### src/rtl/cc_pkg.sv
// Shared sizing helpers and parameter legality checks for the receive-side
// unpacker and its storage.
package cc_pkg;

  function automatic int ratio(input int size, input int out_size);
    return size / out_size;
  endfunction

  // Bit width able to index n distinct values; never narrower than 1.
  function automatic int width_of(input int n);
    return (n <= 1) ? 1 : $clog2(n);
  endfunction

  function automatic bit params_ok(input int size, input int out_size, input int depth);
    return (out_size > 0) && (size % out_size == 0) && (size / out_size >= 1) &&
           (depth >= 2) && ((depth & (depth - 1)) == 0);
  endfunction

endpackage

### src/rtl/cc_fifo_mem.sv
// DEPTH x SIZE word storage: one synchronous write port and an asynchronous
// read of the entry addressed by the read pointer. Contents are never reset.
module cc_fifo_mem
  import cc_pkg::*;
#(
  parameter int SIZE  = 32,
  parameter int DEPTH = 4
) (
  input  logic                         clk,
  input  logic                         wr_en,
  input  logic [width_of(DEPTH)-1:0]   wr_ptr,
  input  logic [SIZE-1:0]              wr_data,
  input  logic [width_of(DEPTH)-1:0]   rd_ptr,
  output logic [SIZE-1:0]              rd_data
);

  logic [SIZE-1:0] mem [DEPTH];

  always_ff @(posedge clk) begin
    if (wr_en) mem[wr_ptr] <= wr_data;
  end

  assign rd_data = mem[rd_ptr];

endmodule

### src/rtl/cc_rx_unpacker.sv
// Buffers SIZE-bit words drained from the clock-domain crossing and replays
// each one as SIZE/OUT_SIZE slices, least-significant slice first.
module cc_rx_unpacker
  import cc_pkg::*;
#(
  parameter int SIZE     = 32,
  parameter int OUT_SIZE = 8,
  parameter int DEPTH    = 4
) (
  input  logic                         clk,
  input  logic                         rst,
  input  logic                         flush,
  input  logic [SIZE-1:0]              src_data,
  input  logic                         src_ready,
  output logic                         src_strobe,
  output logic [OUT_SIZE-1:0]          dst_data,
  output logic                         dst_ready,
  output logic                         dst_last,
  input  logic                         dst_strobe,
  output logic [$clog2(DEPTH+1)-1:0]   level
);

  localparam int RATIO   = ratio(SIZE, OUT_SIZE);
  localparam int PTR_W   = width_of(DEPTH);
  localparam int IDX_W   = width_of(RATIO);
  localparam int LEVEL_W = $clog2(DEPTH + 1);
  localparam logic [LEVEL_W-1:0] LEVEL_FULL = LEVEL_W'(DEPTH);
  localparam logic [IDX_W-1:0]   IDX_LAST   = IDX_W'(RATIO - 1);

  if (!params_ok(SIZE, OUT_SIZE, DEPTH)) begin : g_bad_params
    $error("cc_rx_unpacker: SIZE must be a multiple of OUT_SIZE and DEPTH a power of two >= 2");
  end

  logic [PTR_W-1:0]    wr_ptr;
  logic [PTR_W-1:0]    rd_ptr;
  logic [IDX_W-1:0]    idx;
  logic [SIZE-1:0]     head_word;
  logic                full;
  logic                push;
  logic                pop;
  logic                free;
  logic [OUT_SIZE-1:0] slices [RATIO];

  cc_fifo_mem #(
    .SIZE  (SIZE),
    .DEPTH (DEPTH)
  ) u_mem (
    .clk     (clk),
    .wr_en   (push),
    .wr_ptr  (wr_ptr),
    .wr_data (src_data),
    .rd_ptr  (rd_ptr),
    .rd_data (head_word)
  );

  // A full FIFO refuses the word even while its head is being freed; the
  // freed slot opens on the following cycle, keeping src_strobe off dst_strobe.
  assign full       = (level == LEVEL_FULL);
  assign src_strobe = src_ready & ~full & ~flush & ~rst;
  assign push       = src_strobe;

  assign dst_ready  = (level != '0);
  assign dst_last   = dst_ready & (idx == IDX_LAST);
  assign pop        = dst_ready & dst_strobe & ~flush;
  assign free       = pop & (idx == IDX_LAST);

  for (genvar i = 0; i < RATIO; i++) begin : g_slice
    assign slices[i] = head_word[i*OUT_SIZE +: OUT_SIZE];
  end
  assign dst_data = slices[idx];

  always_ff @(posedge clk or posedge rst) begin
    if (rst) begin
      wr_ptr <= '0;
      rd_ptr <= '0;
      idx    <= '0;
      level  <= '0;
    end else if (flush) begin
      wr_ptr <= '0;
      rd_ptr <= '0;
      idx    <= '0;
      level  <= '0;
    end else begin
      if (push) wr_ptr <= wr_ptr + 1'b1;
      if (pop)  idx    <= free ? '0 : idx + 1'b1;
      if (free) rd_ptr <= rd_ptr + 1'b1;
      case ({push, free})
        2'b10:   level <= level + 1'b1;
        2'b01:   level <= level - 1'b1;
        default: level <= level;
      endcase
    end
  end

endmodule
### config.mk
export PLATFORM = sky130hd
export DESIGN_NAME = cc_rx_unpacker
export DESIGN_NICKNAME = d
export VERILOG_FILES = /design/src/rtl/cc_pkg.sv /design/src/rtl/cc_fifo_mem.sv /design/src/rtl/cc_rx_unpacker.sv
export SDC_FILE = /design/constraint.sdc
export NUM_CORES = 1
export LEC_CHECK = 0
export ABC_AREA = 1
export ABC_CLOCK_PERIOD_IN_PS = 3300
export CAP_MARGIN = 10
export CORE_UTILIZATION = 45
export DETAILED_ROUTE_END_ITERATION = 12
export PLACE_DENSITY = 0.64
export SYNTH_ARGS = -nofsm -noshare
export SYNTH_HDL_FRONTEND = slang
export SYNTH_SLANG_ARGS = --single-unit
### constraint.sdc
create_clock -name clk -period 3.3 [get_ports clk]
set_input_delay 0.66 -clock clk [delete_from_list [all_inputs] [get_ports clk]]
set_output_delay 0.66 -clock clk [all_outputs]
set_load 0.005 [all_outputs]
Yosys cells after proc, flatten, opt, wreduce, memory -nomap -nowiden --
Memories as Yosys holds them, arrays and structs flattened. Index checks and enable logic that the tools add are counted.
Storage, ports and cells: register bits after elaboration 9, bits in writable memories 128, input bits 37, output and inout port bits 14, word-level logic and storage cells 45, memories 1
Operators by class: add/sub/neg operators 5, order comparisons 1, equal/unequal tests 4, muxes and demuxes 14, bitwise logic cells 11, reduce and logical (&&, ||, !) cells 5
Memories:
- u_mem.mem | words 4, width 32, read ports 1, clocked after memory_dff 0, write ports 1, RTL line cc_fifo_mem.sv:17 | logic [SIZE-1:0] mem [DEPTH];
Operator list (count):
- $bmux W8 S2 | 1
- $mux W8 | 2
- $mux W2 | 7
- $and A1 B1 Y1 | 7
- $add A2 B1 Y2 const B | 3
- $pmux W3 S2 | 1
- $reduce_bool A2 Y1 | 3
- $reduce_bool A3 Y1 | 2
- $eq A2 B2 Y1 const B | 2
- $add A3 B1 Y3 const B | 1
- $eq A3 B3 Y1 const B | 1
- $ge A3 B3 Y1 const B | 1
- $mux W3 | 1
- $not A1 Y1 | 3
- $not A2 Y3 | 1
- $sub A3 B1 Y3 const B | 1
- $eq A2 B1 Y1 const B | 1
- $mux W1 | 2

Logic depth before layout (Yosys ltp) --
word-level depth 8, gate-level depth with buffers 13, mapped depth without buffers 13

Cells and area by module --
A second synthesis with hierarchy kept.
Unflattened totals: cells, all modules 617, area, all modules 6206.0 um2
Modules (own cells, without submodules):
- cc_fifo_mem | times used 1, cells an instance 509, area an instance 5437.7 um2, seq. area each 3843.7 um2
- cc_rx_unpacker | times used 1, cells an instance 108, area an instance 768.2 um2, seq. area each 225.2 um2

Worst setup path after synthesis --
Ideal clock, no wire load.
kind input to register, from input port rst, to memory u_mem.mem[0][0] (enable), library setup time 0.421 ns, arrival time 2.449 ns, data required time 2.879 ns, setup slack 0.430 ns, stages 5, path buffers 0, path through inv_2 -> nand2_1 -> nor2_2 -> nand2_4 -> nor2_1
On the way: cells in the longest elaborated chain, start to end 4
Ends and longest elaborated chain:
- start, declared | RTL line cc_rx_unpacker.sv:11 | input logic rst,
- $not A1 Y1 | RTL line cc_rx_unpacker.sv:59 | assign src_strobe = src_ready & ~full & ~flush & ~rst;
- $and A1 B1 Y1 | RTL line cc_rx_unpacker.sv:59
- $mux W1 | RTL line cc_fifo_mem.sv:20 | if (wr_en) mem[wr_ptr] <= wr_data;
- $mux W1 (not written as such) | RTL line cc_fifo_mem.sv:20
- end, declared | RTL line cc_fifo_mem.sv:17
Every way passes these cells.

Worst setup path after layout --
from register rd_ptr[0], to output port dst_data[1]
On the way: cells in the longest elaborated chain, start to end 4
Ends and longest elaborated chain:
- start, declared | RTL line cc_rx_unpacker.sv:35 | logic [PTR_W-1:0] rd_ptr;
- start signal, assigned | RTL line cc_rx_unpacker.sv:86 | if (free) rd_ptr <= rd_ptr + 1'b1;
- $mem_v2 Z4 W32
- $bmux W8 S2 | RTL line cc_rx_unpacker.sv:70 | assign dst_data = slices[idx];
- $mux W8 (not written as such) (2 in series) | RTL line cc_rx_unpacker.sv:70
- end, declared | RTL line cc_rx_unpacker.sv:16 | output logic [OUT_SIZE-1:0] dst_data,
Every way passes these cells. The select of a mux whose other input is x is not followed.

==> results.txt <==
- Status: complete, no violations
- Clock tree synthesis found a total of around 140 sinks.
* Total Routing Usage GR: 19.39%
* Worst slew pin tran: 0.6434 ns
- The critical path in this run is classified as reg2out.
* Hold-fix buffers, CTS: 0
- Tcrit/Tclk final: 94.65%
- Type of the tightest min-delay check: in2async
- The die covers 13120 µm².
- Count of TritonRoute iterations in the first routing pass: 5
- Leaving out fill and tap cells, the most frequent cell in the layout is sky130_fd_sc_hd__edfxtp_1.
- Clock skew: 0.005472 ns
- Of the synthesized area, sequential elements account for 71.39%.
- 0 antenna diodes ended up in the layout.
* Mean routed wirelength per cell: 17.31 µm
- Tightest slew margin relative to the limit: a little under three fifths
- CTS max path bufs: 2
* Commonest register cell after synthesis: sky130_fd_sc_hd__edfxtp_1
* Initial core utilization: 46.86%
- FF/Latch Area: 4070 µm²
- Instance count of the mapped netlist: 447
- The count of pins over their slew limit is 0.
- H-tree levels: 4
- Number of synthesized flops with an enable pin: 128
- PwrDens: between 500 and 600 nW/µm²
- In the global route stage, met2 resource usage came out at roughly a third.
- The region available for standard cell placement spans 12160 µm².
* Total CTS buffers: 17
* # Post-CTS Setup Buffers: 0
- Vias in the first global route: 3472
- Maximum Capacitance Violations: 0
- Total Negative Setup Slacks: 0 ns
- Synthesized cell area: between 5000 and 6000 µm²
* CP max FO: 23
* Ports: 51
- STA classifies the critical path endpoint as a primary output.
- Detailed placement ended at an HPWL of 6.841 mm.
* Drt initial violations: 303
* Worst hold slack after final layout: about 0.5 ns
- The initialized floorplan defines 40 standard-cell rows.
* Number of antenna violations at the first check in global routing: 0
- Number of nets with antenna violations after routing: 0
- During synthesis, Yosys emitted a total of 0 warnings.
- At the later pin of the worst-skew pair, clock insertion delay measures approximately 0.40 ns.
- Synthesis inferred 137 register bits.
* Number of distinct standard cells referenced by the synthesized netlist: 29
- The routed design has 11.84 mm of wire.
- The global routing stage identified its most utilized layer as met2.
* Number of endpoints with negative hold slack in the final report: 0
* Avg Synthesized Cell Area: roughly 13 µm²
- GRT met1 Usage: 24.96%
- STA classifies the critical path startpoint as a register.
- Leaving out fill and tap cells, the most frequent cells in the layout are sky130_fd_sc_hd__edfxtp_1, sky130_fd_sc_hd__nor2_1, sky130_fd_sc_hd__o21ai_0.
* Share of flip-flops with an asynchronous set or reset after synthesis: 6.569%
- The post-route netlist has 12.21% of its cells at a drive strength greater than 1.
* Layout Area Growth over Synthesis: 21.73%
* Worst EP required: 2.64 ns
- The floorplan step set the die height to 114.5 µm.
- Entering global routing, the biggest net connects 66 pins.
* Overflow left after global routing: 0
- Worst Path Arrival: 2.46 ns
* Clock transition at the registers of the reported paths: 0.06 ns
* Count of endpoints failing setup in the final report: 0
- Summing over every cut layer, the via total after detailed routing is 3569.
* Multi-input logic area: 1389 µm²
* Root buffer cell: sky130_fd_sc_hd__clkbuf_16
- TritonCTS built the clock tree.
- Number of port buffers: 50
- Based on the critical path, the design can be clocked at up to about 320 MHz.
- Setup slack on the critical path of the routed design comes to between 0.15 and 0.2 ns.
- Last weighted congestion value of the routability-driven placer: ~0.82
- Met3 track demand over resource in global routing: 4.711%
* Drc violations: 0
- VDD sags by at most 449.4 µV.
- Vias per std cell: ~5.2
* Final Critical Period: 3.123 ns
* Number of filler instances in the final layout: 999
- From left edge to right edge, the die measures 114.5 µm.
- LEAKAGE: 2.351 nW
- Before CTS, the worst setup slack after placement is 0.3865 ns.
- The first global-routing pass estimated 18.39 mm of wire.
- Setup repair after global routing left no endpoint under its margin.
- Synthesized Nets: 490
- R2R cell count: 11
- Final net count: 546
-- power breakdown --
group / switching, mW / internal [mW] / leakage (nW)
sequential: 0.0200 / 1.94 / 1.28
clock: 0.691 / 1.12 / 0.266
combinational: 0.213 / 0.182 / 0.809
total: 0.924 / 3.24 / 2.35
-- layout make-up --
cell class                      instances  area share (%)
Clock buffer                           19           6.240
Clock inverter                         13           2.110
Inverter                               17           1.118
Multi-Input combinational cell        269           20.02
Sequential cell                       137           58.67
Tap cell                              168           3.030
Timing Repair Buffer                   61           8.819
-- synth_stat cells (all sizes together), types with 2 or more instances --
| library cell | number | area (µm²) |
|---|---|---|
| ha | 5 | 62.56 |
| clkinv | 2 | 7.510 |
| a21oi | 5 | 28.78 |
| nor2 | 104 | 410.4 |
| buf | 22 | 166.4 |
| o211ai | 31 | 232.7 |
| nand2 | 33 | 143.9 |
| o21ai | 68 | 340.3 |
| dfrtp | 9 | 225.2 |
| nand3 | 18 | 95.09 |
| clkbuf | 2 | 7.510 |
| edfxtp | 128 | 3844 |
| inv | 14 | 52.55 |
-- per-stage QoR --
stage	area, µm²	total power [mW]	util, %	cells
2_1_floorplan	5699	2.169	-	447
3_3_place_gp	6355	2.384	52.25	652
3_5_place_dp	6355	2.390	52.25	652
4_1_cts	6934	4.191	57.02	684
5_1_grt	6938	4.293	57.05	684
6_report	6938	4.160	57.05	684
-- flip-flops by register name, indices dropped and copies added (netlist names) --
signal / count
wr_ptr: 2
rd_ptr: 2
idx: 2
level: 3
u_mem.mem: 128
-- metal layers --
layer,vias up,wire [µm]
li1,1726,-
met1,1741,5136
met2,91,5958
met3,11,639
met4,0,102
met5,-,0
-- cells by family after synthesis --
| group | count (synthesis) | share of synthesized area, % |
|---|---|---|
| simple gates | 156 | 11.77 |
| flops | 137 | 71.39 |
| compound gates | 106 | 10.82 |
| buf+inv | 41 | 4.413 |
| fa+ha+maj | 6 | 1.449 |
| xor+xnor | 1 | 0.1537 |
-- worst paths after layout --
kind | start | to | slack (ns)
worst max-delay path | rd_ptr[0] | dst_data[1] | 0.18
worst min-delay path | rst | wr_ptr[1] | 0.50
worst max register to register | idx[0] | level[2] | 1.24
worst min register to register | level[1] | level[1] | 0.63
max in group asynchronous | rst | rd_ptr[0] | 2.61
min in group clk | level[1] | level[1] | 0.63
-- repair_timing --
action / CTS / global route
gates resized for setup: 0 / 1
endpoints found under the hold margin: 0 / 0
endpoints found under the setup margin: 0 / 6
-- critical path, stage by stage, from the launching register on --
cell and delay (ns):
sky130_fd_sc_hd__dfrtp_2 0.41, sky130_fd_sc_hd__inv_2 0.30, sky130_fd_sc_hd__buf_12 0.22, sky130_fd_sc_hd__nor2_1 0.06, sky130_fd_sc_hd__nor2_1 0.07, sky130_fd_sc_hd__o21ai_0 0.09
sky130_fd_sc_hd__o211ai_1 0.13, sky130_fd_sc_hd__nand3_1 0.15, sky130_fd_sc_hd__nand2_1 0.12, sky130_fd_sc_hd__clkdlybuf4s50_1 0.50
No activity file was read; power rests on OpenSTA's default activity.
